**config.mk**
```make
export PLATFORM = sky130hd
export DESIGN_NAME = odd_parity_serial_rx
export DESIGN_NICKNAME = d
export VERILOG_FILES = /design/src/rtl/odd_parity_pkg.sv /design/src/rtl/odd_parity_calc.sv /design/src/rtl/odd_parity_serial_rx.sv
export SDC_FILE = /design/constraint.sdc
export NUM_CORES = 1
export LEC_CHECK = 0
export ABC_AREA = 1
export CORE_MARGIN = 5
export CORE_UTILIZATION = 45
export DETAILED_ROUTE_END_ITERATION = 16
export GPL_TIMING_DRIVEN = 1
export HOLD_SLACK_MARGIN = 0.03
export PLACE_DENSITY = 0.69
export SLEW_MARGIN = 20
export SYNTH_ARGS = -nofsm -noshare
export SYNTH_HDL_FRONTEND = slang
export SYNTH_SLANG_ARGS = --single-unit
```
**constraint.sdc**
```tcl
create_clock -name clk -period 1.8 [get_ports clk]
set_clock_uncertainty 0.15 [all_clocks]
set_input_delay 0.27 -clock clk [delete_from_list [all_inputs] [get_ports clk]]
set_output_delay 0.27 -clock clk [all_outputs]
set_load 0.02 [all_outputs]
```
**src/rtl/odd_parity_pkg.sv**
```systemverilog
// Shared definitions for the odd-parity generator/receiver pair: receiver
// state encoding, the parity sense and a counter-width helper.
package odd_parity_pkg;

  typedef enum logic [1:0] {
    IDLE,
    DATA,
    PARITY,
    STOP
  } rx_state_t;

  localparam logic ODD = 1'b1;

  // Never returns less than 1 so a one-bit data word still gets a legal counter.
  function automatic int clog2(input int n);
    int r;
    r = 1;
    while ((1 << r) < n) r++;
    return r;
  endfunction

endpackage

```
**src/rtl/odd_parity_calc.sv**
```systemverilog
// Combinational odd-parity check: ok_o is high when data plus parity bit
// carry an odd number of ones. Usable by the generator side as well.
module odd_parity_calc
  import odd_parity_pkg::*;
#(
  parameter int DATA_W = 3
) (
  input  logic [DATA_W-1:0] data_i,
  input  logic              pbit_i,
  output logic              ok_o
);

  assign ok_o = (((^data_i) ^ pbit_i) == ODD);

endmodule

```
**src/rtl/odd_parity_serial_rx.sv**
```systemverilog
// Serial receiver for start/data(LSB first)/odd-parity/stop frames, presenting
// each word with parity and framing status over a valid/ready handshake.
module odd_parity_serial_rx
  import odd_parity_pkg::*;
#(
  parameter int DATA_W = 3
) (
  input  logic              clk,
  input  logic              rst,
  input  logic              bit_en,
  input  logic              sin,
  output logic [DATA_W-1:0] data_out,
  output logic              valid,
  input  logic              ready,
  output logic              parity_err,
  output logic              frame_err,
  output logic              overrun
);

  localparam int CNT_W = clog2(DATA_W);
  localparam logic [CNT_W-1:0] LAST = CNT_W'(DATA_W - 1);

  rx_state_t         state_q, state_d;
  logic [CNT_W-1:0]  cnt_q, cnt_d;
  logic [DATA_W-1:0] shreg_q, shreg_d;
  logic              pbit_q, pbit_d;
  logic [DATA_W-1:0] data_q, data_d;
  logic              valid_q, valid_d;
  logic              perr_q, perr_d;
  logic              ferr_q, ferr_d;
  logic              ovr_q, ovr_d;

  logic [DATA_W-1:0] shifted;
  logic              parityOk;
  logic              accept;
  logic              frameDone;

  // New bits enter at the MSB so the first (LSB) bit ends up in bit 0.
  if (DATA_W == 1) begin : g_shift1
    assign shifted = sin;
  end else begin : g_shiftN
    assign shifted = {sin, shreg_q[DATA_W-1:1]};
  end

  odd_parity_calc #(.DATA_W(DATA_W)) u_calc (
    .data_i (shreg_q),
    .pbit_i (pbit_q),
    .ok_o   (parityOk)
  );

  // ready is only honoured on strobe cycles, like sin.
  assign accept = valid_q && ready && bit_en;

  always_comb begin
    state_d   = state_q;
    cnt_d     = cnt_q;
    shreg_d   = shreg_q;
    pbit_d    = pbit_q;
    data_d    = data_q;
    valid_d   = valid_q;
    perr_d    = perr_q;
    ferr_d    = ferr_q;
    ovr_d     = 1'b0;
    frameDone = 1'b0;

    if (accept) valid_d = 1'b0;

    if (bit_en) begin
      case (state_q)
        IDLE: begin
          if (!sin) begin
            state_d = DATA;
            cnt_d   = '0;
          end
        end
        DATA: begin
          shreg_d = shifted;
          cnt_d   = cnt_q + 1'b1;
          if (cnt_q == LAST) state_d = PARITY;
        end
        PARITY: begin
          pbit_d  = sin;
          state_d = STOP;
        end
        STOP: begin
          state_d   = IDLE;
          frameDone = 1'b1;
        end
        default: state_d = IDLE;
      endcase
    end

    // A completing frame either refills the output slot or, if the old word is
    // still unaccepted, is dropped with an overrun pulse.
    if (frameDone) begin
      if (!valid_q || accept) begin
        data_d  = shreg_q;
        valid_d = 1'b1;
        perr_d  = ~parityOk;
        ferr_d  = ~sin;
      end else begin
        ovr_d = 1'b1;
      end
    end
  end

  always_ff @(posedge clk) begin
    if (rst) begin
      state_q <= IDLE;
      cnt_q   <= '0;
      shreg_q <= '0;
      pbit_q  <= 1'b0;
      data_q  <= '0;
      valid_q <= 1'b0;
      perr_q  <= 1'b0;
      ferr_q  <= 1'b0;
      ovr_q   <= 1'b0;
    end else begin
      state_q <= state_d;
      cnt_q   <= cnt_d;
      shreg_q <= shreg_d;
      pbit_q  <= pbit_d;
      data_q  <= data_d;
      valid_q <= valid_d;
      perr_q  <= perr_d;
      ferr_q  <= ferr_d;
      ovr_q   <= ovr_d;
    end
  end

  assign data_out   = data_q;
  assign valid      = valid_q;
  assign parity_err = perr_q;
  assign frame_err  = ferr_q;
  assign overrun    = ovr_q;

endmodule

```
==> results of run 1 <==
layout make-up:
type                            instances  area, µm²  share of cell area
Multi-Input combinational cell         74        399               0.433
Sequential cell                        15        300               0.326
Timing Repair Buffer                   11        110               0.120
Inverter                               16       62.6              0.0679
Clock buffer                            3       22.5              0.0245
Tap cell                               17       21.3              0.0231
Clock inverter                          1       5.00             0.00543
power by group through the flow:
stage          combinational, mW  sequential (mW)  clock [mW]
2_1_floorplan              0.109            0.378           0
3_3_place_gp               0.144            0.377           0
3_5_place_dp               0.148            0.378           0
4_1_cts                    0.150            0.370       0.201
5_1_grt                    0.172            0.374       0.219
6_report                   0.148            0.370       0.193
cells in the mapped netlist:
cell type / count
sky130_fd_sc_hd__inv_1: 14
sky130_fd_sc_hd__o21ai_0: 8
sky130_fd_sc_hd__buf_2: 1
sky130_fd_sc_hd__buf_6: 1
sky130_fd_sc_hd__nor2_1: 14
sky130_fd_sc_hd__ha_1: 7
sky130_fd_sc_hd__nor3_1: 2
sky130_fd_sc_hd__nand2_1: 27
sky130_fd_sc_hd__nand2_4: 4
sky130_fd_sc_hd__a21oi_1: 7
sky130_fd_sc_hd__dfxtp_1: 15
sky130_fd_sc_hd__inv_2: 1
sky130_fd_sc_hd__nand3_1: 3
sky130_fd_sc_hd__inv_4: 1
sky130_fd_sc_hd__a31oi_1: 1
sky130_fd_sc_hd__nand4_1: 1
worst register-to-register path, stage by stage, from the launching register on:
cell and delay [ps]:
sky130_fd_sc_hd__dfxtp_1 390, sky130_fd_sc_hd__inv_1 110, sky130_fd_sc_hd__ha_1 220, sky130_fd_sc_hd__nand2_1 120
sky130_fd_sc_hd__nand3_1 170, sky130_fd_sc_hd__nor3_1 190, sky130_fd_sc_hd__nor2_1 50
layer usage:
| metal | wire (µm) | up-vias |
|---|---|---|
| met5 | 0 | - |
| met4 | 36 | 0 |
| met3 | 83 | 5 |
| met2 | 587 | 20 |
| met1 | 661 | 301 |
| li1 | - | 356 |
registers in the layout, summed over array words and instances, names as in the netlist:
name / flops
data_out: 3
shreg_q: 3
cnt_q: 2
state_q: 2
frame_err: 1
overrun: 1
parity_err: 1
pbit_q: 1
valid: 1
final timing paths:
check	from	endpoint
setup / recovery	valid	valid
hold / removal	cnt_q[1]	cnt_q[1]
setup reg to reg	state_q[0]	state_q[0]
hold reg to reg	cnt_q[1]	cnt_q[1]
metrics by stage:
step	std cells	total power, mW	utilization
after floorplan	107	0.487	-
after global placement	133	0.521	0.529
after detailed placement	133	0.526	0.529
after CTS	137	0.721	0.545
after global routing	137	0.764	0.545
final	137	0.711	0.545
logic make-up (layout without fill, tap and decap cells):
family,after synthesis,in the layout
flops,15,15
simple gates,51,51
buf+inv,18,31
fa+ha+maj,7,7
compound gates,16,16
==> qor_table.md, run 1 <==
| Quantity | This run | Unit |
| --- | --- | --- |
| Cell area after placement | 893 | µm² |
| Largest net degree at the start of global routing | 12 | - |
| Number of clock sinks | 15 | - |
| Max Transition Viols Final | 0 | - |
| Vertical extent of the die | 51.6 | µm |
| Type of origin of the critical path | flip-flop | - |
| Post-Route Setup TNS | 0 | ps |
| Run status | finished clean | - |
| Total detailed-routing wirelength | 1370 | µm |
| Initial standard-cell utilization of the core | 0.461 | - |
| Leakage power total | 0.421 | nW |
| Net count reported at finish | 133 | - |
| Main combinational cell family by area after synthesis | simple AND/OR/NAND/NOR gates | - |
| Setup slack, reg-to-reg | 300 | ps |
| WL/cell | 9.99 | µm |
| Clock tree from TritonCTS | done | - |
| Area fraction in compound gates after synthesis | 0.105 | - |
| Met1 track utilization from global routing | 0.146 | - |
| Highest cell delay on the worst timing path | 620 | ps |
| Post-route DRC violation count | 0 | - |
| Global Route Usage Sum | 0.120 | - |
| Via Count | 682 | - |
| Worst r2r path cells | 6 | - |
| #FFs+latches synth | 15 | - |
| Number of fillers in the final layout | 182 | - |
| Highest-count cells in the layout ignoring fill and taps | sky130_fd_sc_hd__nand2_1, sky130_fd_sc_hd__dfxtp_1, sky130_fd_sc_hd__inv_1, sky130_fd_sc_hd__nor2_1, sky130_fd_sc_hd__clkdlybuf4s50_1 | - |
| Worst path arrival time | 1290 | ps |
| Total of hold buffers inserted after clock tree synthesis | 0 | - |
| Share of layout cells above drive strength 1 | 0.0833 | - |
| Busiest layer in global routing | met2 | - |
| Post-Syn Area | 778 | µm² |
| Cell Rows | 15 | - |
| Critical Path Fanout Max | 2 | - |
| Post-synthesis sequential area ratio | 0.386 | - |
| Core region area | 0.00169 | mm² |
| Most common cell after layout, fill and taps aside | sky130_fd_sc_hd__nand2_1 | - |
| Starting DRC count in detailed routing | 20 | - |
| Int Power | 0.494 | mW |
| Average footprint of a synthesized cell | 7.27 | µm² |
| HPWL after DPL | 1040 | µm |
| Ports placed on the boundary | 12 | - |
| Critical-path cell list | clkdlybuf4s50_1 | - |
| Final number of setup-violating endpoints | 0 | - |
| Input/output buffers | 11 | - |
| Worst setup EP type | output port | - |
| Portion of synthesized cell area occupied by the leading cell type | 0.386 | - |
| Vias per Instance | 4.98 | - |
| CTS clk-pin slew, worst paths | 90 | ps |
| Met3 Use GR | 0.0287 | - |
| Highest achievable clock rate | 0.585 | GHz |
| Initial antenna violation count | 0 | - |
| Wire length of the first global-routing pass | 2410 | µm |
| Share of the cycle needed by the critical path after routing | 0.949 | - |
| Clock network fraction of design power | 0.271 | - |
| Switching fraction of total power | 0.305 | - |
| Distinct cells, synth | 16 | - |
| Final non-filler cell area | 921 | µm² |
| Count of TritonRoute iterations in the first routing pass | 5 | - |
| Post-cts repair resize count | 0 | - |
| Total clock buffers created by CTS | 3 | - |
| Total number of H-tree levels | 1 | - |
| Cell count after synthesis | 107 | - |
| Routing usage on met2 | 0.193 | - |
| Multiplexer fraction of the synthesized cell area | 0 | - |
| Overflow after GRT | 0 | - |
| Measured slew at the worst slew-check pin | 390 | ps |
| Global placement routability congestion | 0.746 | - |
| DP Worst Slack | 81.6 | ps |
| Smallest hold slack | 335 | ps |
| Number of nets still failing antenna checks after routing | 0 | - |
| Slowest stage cell, crit path | sky130_fd_sc_hd__clkdlybuf4s50_1 | - |
| Setup Fix Bufs, Post-CTS | 0 | - |
| Type of the most critical hold path | flip-flop to flip-flop | - |
| Worst hold path depth | 2 | - |
| Skew-Pair Late Insertion Delay | 280 | ps |
| Number of global-route vias before repair | 594 | - |
| Post-Synthesis Net Count | 119 | - |
| Req. time, crit path | 1380 | ps |
| Power share of the combinational group | 0.209 | - |
| Largest cells by area after synthesis | sky130_fd_sc_hd__dfxtp_1, sky130_fd_sc_hd__nand2_1, sky130_fd_sc_hd__ha_1 | - |
| Post-synthesis adder-cell area fraction | 0.113 | - |
| Antenna fix cells | 0 | - |
| Crit path max-delay family | buffers and inverters | - |
| Master cell of the clock root buffer | sky130_fd_sc_hd__clkbuf_4 | - |
| Net switching power figure | 0.217 | mW |
| Max Root-Sink Buffers | 2 | - |
| Total power per unit cell area | 772 | mW/mm² |
| Worst ir drop on vdd | 0.379 | mV |
| Fin worst setup slack | 91.5 | ps |
| Max-cap check violation count | 0 | - |
| Cell type contributing the most total cell area after synthesis | sky130_fd_sc_hd__dfxtp_1 | - |
| Number of buffers and inverters on the critical path | 1 | - |
| Die Span X | 51.6 | µm |
| Critical path class | flip-flop to output port | - |
| RSZ-0062 raised after global routing | false | - |
| Part of the power in registers | 0.520 | - |
| Area of the die | 0.00266 | mm² |
| Crit path depth | 1 | - |
| Slew Limit Headroom | 0.739 | - |
| Area growth from synthesis to final layout | 18.3 | % |
| Count of yosys warnings during synthesis | 0 | - |
| Final Hold Fails | 0 | - |
| Xor and xnor fraction of the mapped netlist area | 0 | - |
| Minimum clock period after layout | 1710 | ps |
| Fraction of the mapped netlist area in simple logic gates | 0.296 | - |
(Power assumes the default switching activity.)
==> run 2, diff against run 1 <==
--- a/config.mk
+++ b/config.mk
@@ -7,11 +7,11 @@
 export LEC_CHECK = 0
 export ABC_AREA = 1
 export CORE_MARGIN = 5
-export CORE_UTILIZATION = 45
+export CORE_UTILIZATION = 51
 export DETAILED_ROUTE_END_ITERATION = 16
 export GPL_TIMING_DRIVEN = 1
 export HOLD_SLACK_MARGIN = 0.03
-export PLACE_DENSITY = 0.69
+export PLACE_DENSITY = 0.76
 export SLEW_MARGIN = 20
 export SYNTH_ARGS = -nofsm -noshare
 export SYNTH_HDL_FRONTEND = slang
==> run 2 against run 1 <==
Clock power about the same. Design area increased by 0.54%. Largest power group unchanged. Global-route usage is 1.1 points higher. Largest cell class unchanged. Worst setup slack got worse by 14 ps. Register-to-register slack barely moved.
==> qor_table.md, run 2 (same netlist as run 1, synthesis figures left out) <==
| Quantity | This run | Unit | vs previous |
| --- | --- | --- | --- |
| Measured slew at the worst slew-check pin | 369 | ps | was 390 ps |
| Run status | finished clean | - | unchanged |
| Launching point of the worst reg2reg path | state_q[0] | - | unchanged |
| Number of buffers and inverters on the critical path | 1 | - | unchanged |
| Worst r2r path cells | 6 | - | unchanged |
| Overflow after GRT | 0 | - | unchanged |
| Crit path depth | 1 | - | unchanged |
| Starting DRC count in detailed routing | 18 | - | was 20 |
| Number of nets still failing antenna checks after routing | 0 | - | unchanged |
| Max-cap check violation count | 0 | - | unchanged |
| Worst path arrival time | 1300 | ps | was 1290 ps |
| Final Hold Fails | 0 | - | unchanged |
| RSZ-0062 raised after global routing | false | - | unchanged |
| Max Root-Sink Buffers | 2 | - | unchanged |
| Total detailed-routing wirelength | 1470 | µm | was 1370 µm |
| Via Count | 656 | - | was 682 |
| Vertical extent of the die | 49.1 | µm | was 51.6 µm |
| Total power per unit cell area | 774 | mW/mm² | was 772 mW/mm² |
| Final non-filler cell area | 926 | µm² | was 921 µm² |
| Total clock buffers created by CTS | 3 | - | unchanged |
| Highest cell delay on the worst timing path | 630 | ps | was 620 ps |
| Critical Path Fanout Max | 2 | - | unchanged |
| Req. time, crit path | 1380 | ps | about the same |
| Area growth from synthesis to final layout | 19.0 | % | was 18.3% |
| Worst setup EP type | output port | - | unchanged |
| Ports placed on the boundary | 12 | - | unchanged |
| Cell area after placement | 900 | µm² | was 893 µm² |
| Slowest stage cell, crit path | sky130_fd_sc_hd__clkdlybuf4s50_1 | - | unchanged |
| Hold Path Origin | cnt_q[1] | - | unchanged |
| Post-route DRC violation count | 0 | - | unchanged |
| Area of the die | 0.00241 | mm² | was 0.00266 mm² |
| Worst hold path depth | 2 | - | unchanged |
| Highest-count cells in the layout ignoring fill and taps | sky130_fd_sc_hd__nand2_1, sky130_fd_sc_hd__dfxtp_1, sky130_fd_sc_hd__inv_1, sky130_fd_sc_hd__nor2_1, sky130_fd_sc_hd__clkdlybuf4s50_1 | - | unchanged |
| Total number of H-tree levels | 1 | - | unchanged |
| Master cell of the clock root buffer | sky130_fd_sc_hd__clkbuf_4 | - | unchanged |
| Net count reported at finish | 134 | - | was 133 |
| Die Span X | 49.1 | µm | was 51.6 µm |
| Global Route Usage Sum | 0.131 | - | was 0.120 |
| Highest achievable clock rate | 0.581 | GHz | was 0.585 GHz |
| Wire length of the first global-routing pass | 2500 | µm | was 2410 µm |
| Share of layout cells above drive strength 1 | 0.0826 | - | was 0.0833 |
| Number of fillers in the final layout | 135 | - | was 182 |
| Critical-path cell list | clkdlybuf4s50_1 | - | unchanged |
| Leakage power total | 0.423 | nW | was 0.421 nW |
| Core region area | 0.00147 | mm² | was 0.00169 mm² |
| Largest net degree at the start of global routing | 12 | - | unchanged |
| WL/cell | 10.7 | µm | was 9.99 µm |
| Type of origin of the critical path | flip-flop | - | unchanged |
| Initial antenna violation count | 0 | - | unchanged |
| CTS clk-pin slew, worst paths | 90 | ps | about the same |
| Crit path max-delay family | buffers and inverters | - | unchanged |
| Count of TritonRoute iterations in the first routing pass | 3 | - | was 5 |
| Type of the most critical hold path | flip-flop to flip-flop | - | unchanged |
| Setup crit start | valid | - | unchanged |
| Total of hold buffers inserted after clock tree synthesis | 0 | - | unchanged |
| Post-Route Setup TNS | 0 | ps | unchanged |
| Post-cts repair resize count | 0 | - | unchanged |
| Max Transition Viols Final | 0 | - | unchanged |
| Skew-Pair Late Insertion Delay | 280 | ps | about the same |
| Critical path class | flip-flop to output port | - | unchanged |
| Share of the cycle needed by the critical path after routing | 0.957 | - | was 0.949 |
| Most common cell after layout, fill and taps aside | sky130_fd_sc_hd__nand2_1 | - | unchanged |
| Vias per Instance | 4.79 | - | was 4.98 |
| Initial standard-cell utilization of the core | 0.529 | - | was 0.461 |
| Cell Rows | 14 | - | was 15 |
| Number of global-route vias before repair | 575 | - | was 594 |
| Number of clock sinks | 15 | - | unchanged |
| Slew Limit Headroom | 0.753 | - | was 0.739 |
| Worst ir drop on vdd | 0.447 | mV | was 0.379 mV |
| Antenna fix cells | 0 | - | unchanged |
| HPWL after DPL | 1150 | µm | was 1040 µm |
| Final number of setup-violating endpoints | 0 | - | unchanged |
| Setup Fix Bufs, Post-CTS | 0 | - | unchanged |
| Minimum clock period after layout | 1720 | ps | was 1710 ps |
| Clock tree from TritonCTS | done | - | unchanged |
| Global placement routability congestion | 0.755 | - | was 0.746 |
| Input/output buffers | 11 | - | unchanged |
## run 2: changes by cell type in the layout (fill, tap and decap cells not counted), sizes merged
| cell | change |
|---|---|
| buf | +1 |
| clkbuf | +1 |
| clkinv | -1 |
## run 2: cell type report
class | instances | area [µm²] | share of cell area
Clock buffer | 4 | 26.3 | 0.0284
Tap cell | 16 | 20.0 | 0.0216
Sequential cell | 15 | 300 | 0.324
Timing Repair Buffer | 12 | 118 | 0.127
Inverter | 16 | 62.6 | 0.0676
Multi-Input combinational cell | 74 | 399 | 0.431
## run 2: worst paths after layout
path | endpoint | slack [ps]
worst max-delay path | valid | 80
worst min-delay path | cnt_q[1] | 330
worst max register to register | state_q[0] | 290
worst min register to register | cnt_q[1] | 330
## run 2: stage by stage
| stage | power, mW | cells | utilization | setup slack, ps | hold slack [ps] |
|---|---|---|---|---|---|
| global placement | 0.521 | 133 | 0.611 | 121 | 310 |
| floorplan | 0.487 | 107 | - | 467 | 189 |
| finish | 0.717 | 137 | 0.629 | 77.9 | 332 |
| CTS | 0.728 | 137 | 0.629 | 67.9 | 339 |
| global route | 0.770 | 137 | 0.629 | 37.7 | 363 |
| detailed placement | 0.530 | 133 | 0.611 | 63.6 | 320 |
## run 2: report_power, final
group / internal (mW) / switching [mW] / total, mW
logic: 0.0610 / 0.0912 / 0.152
clock network: 0.0860 / 0.108 / 0.194
registers: 0.353 / 0.0178 / 0.370
total: 0.500 / 0.217 / 0.717
## run 2: routing by layer
layer / track usage / routed length (µm)
met1: 0.167 / 680
met2: 0.212 / 704
met3: 0.0245 / 72
met4: 0.0538 / 14
met5: 0 / 0
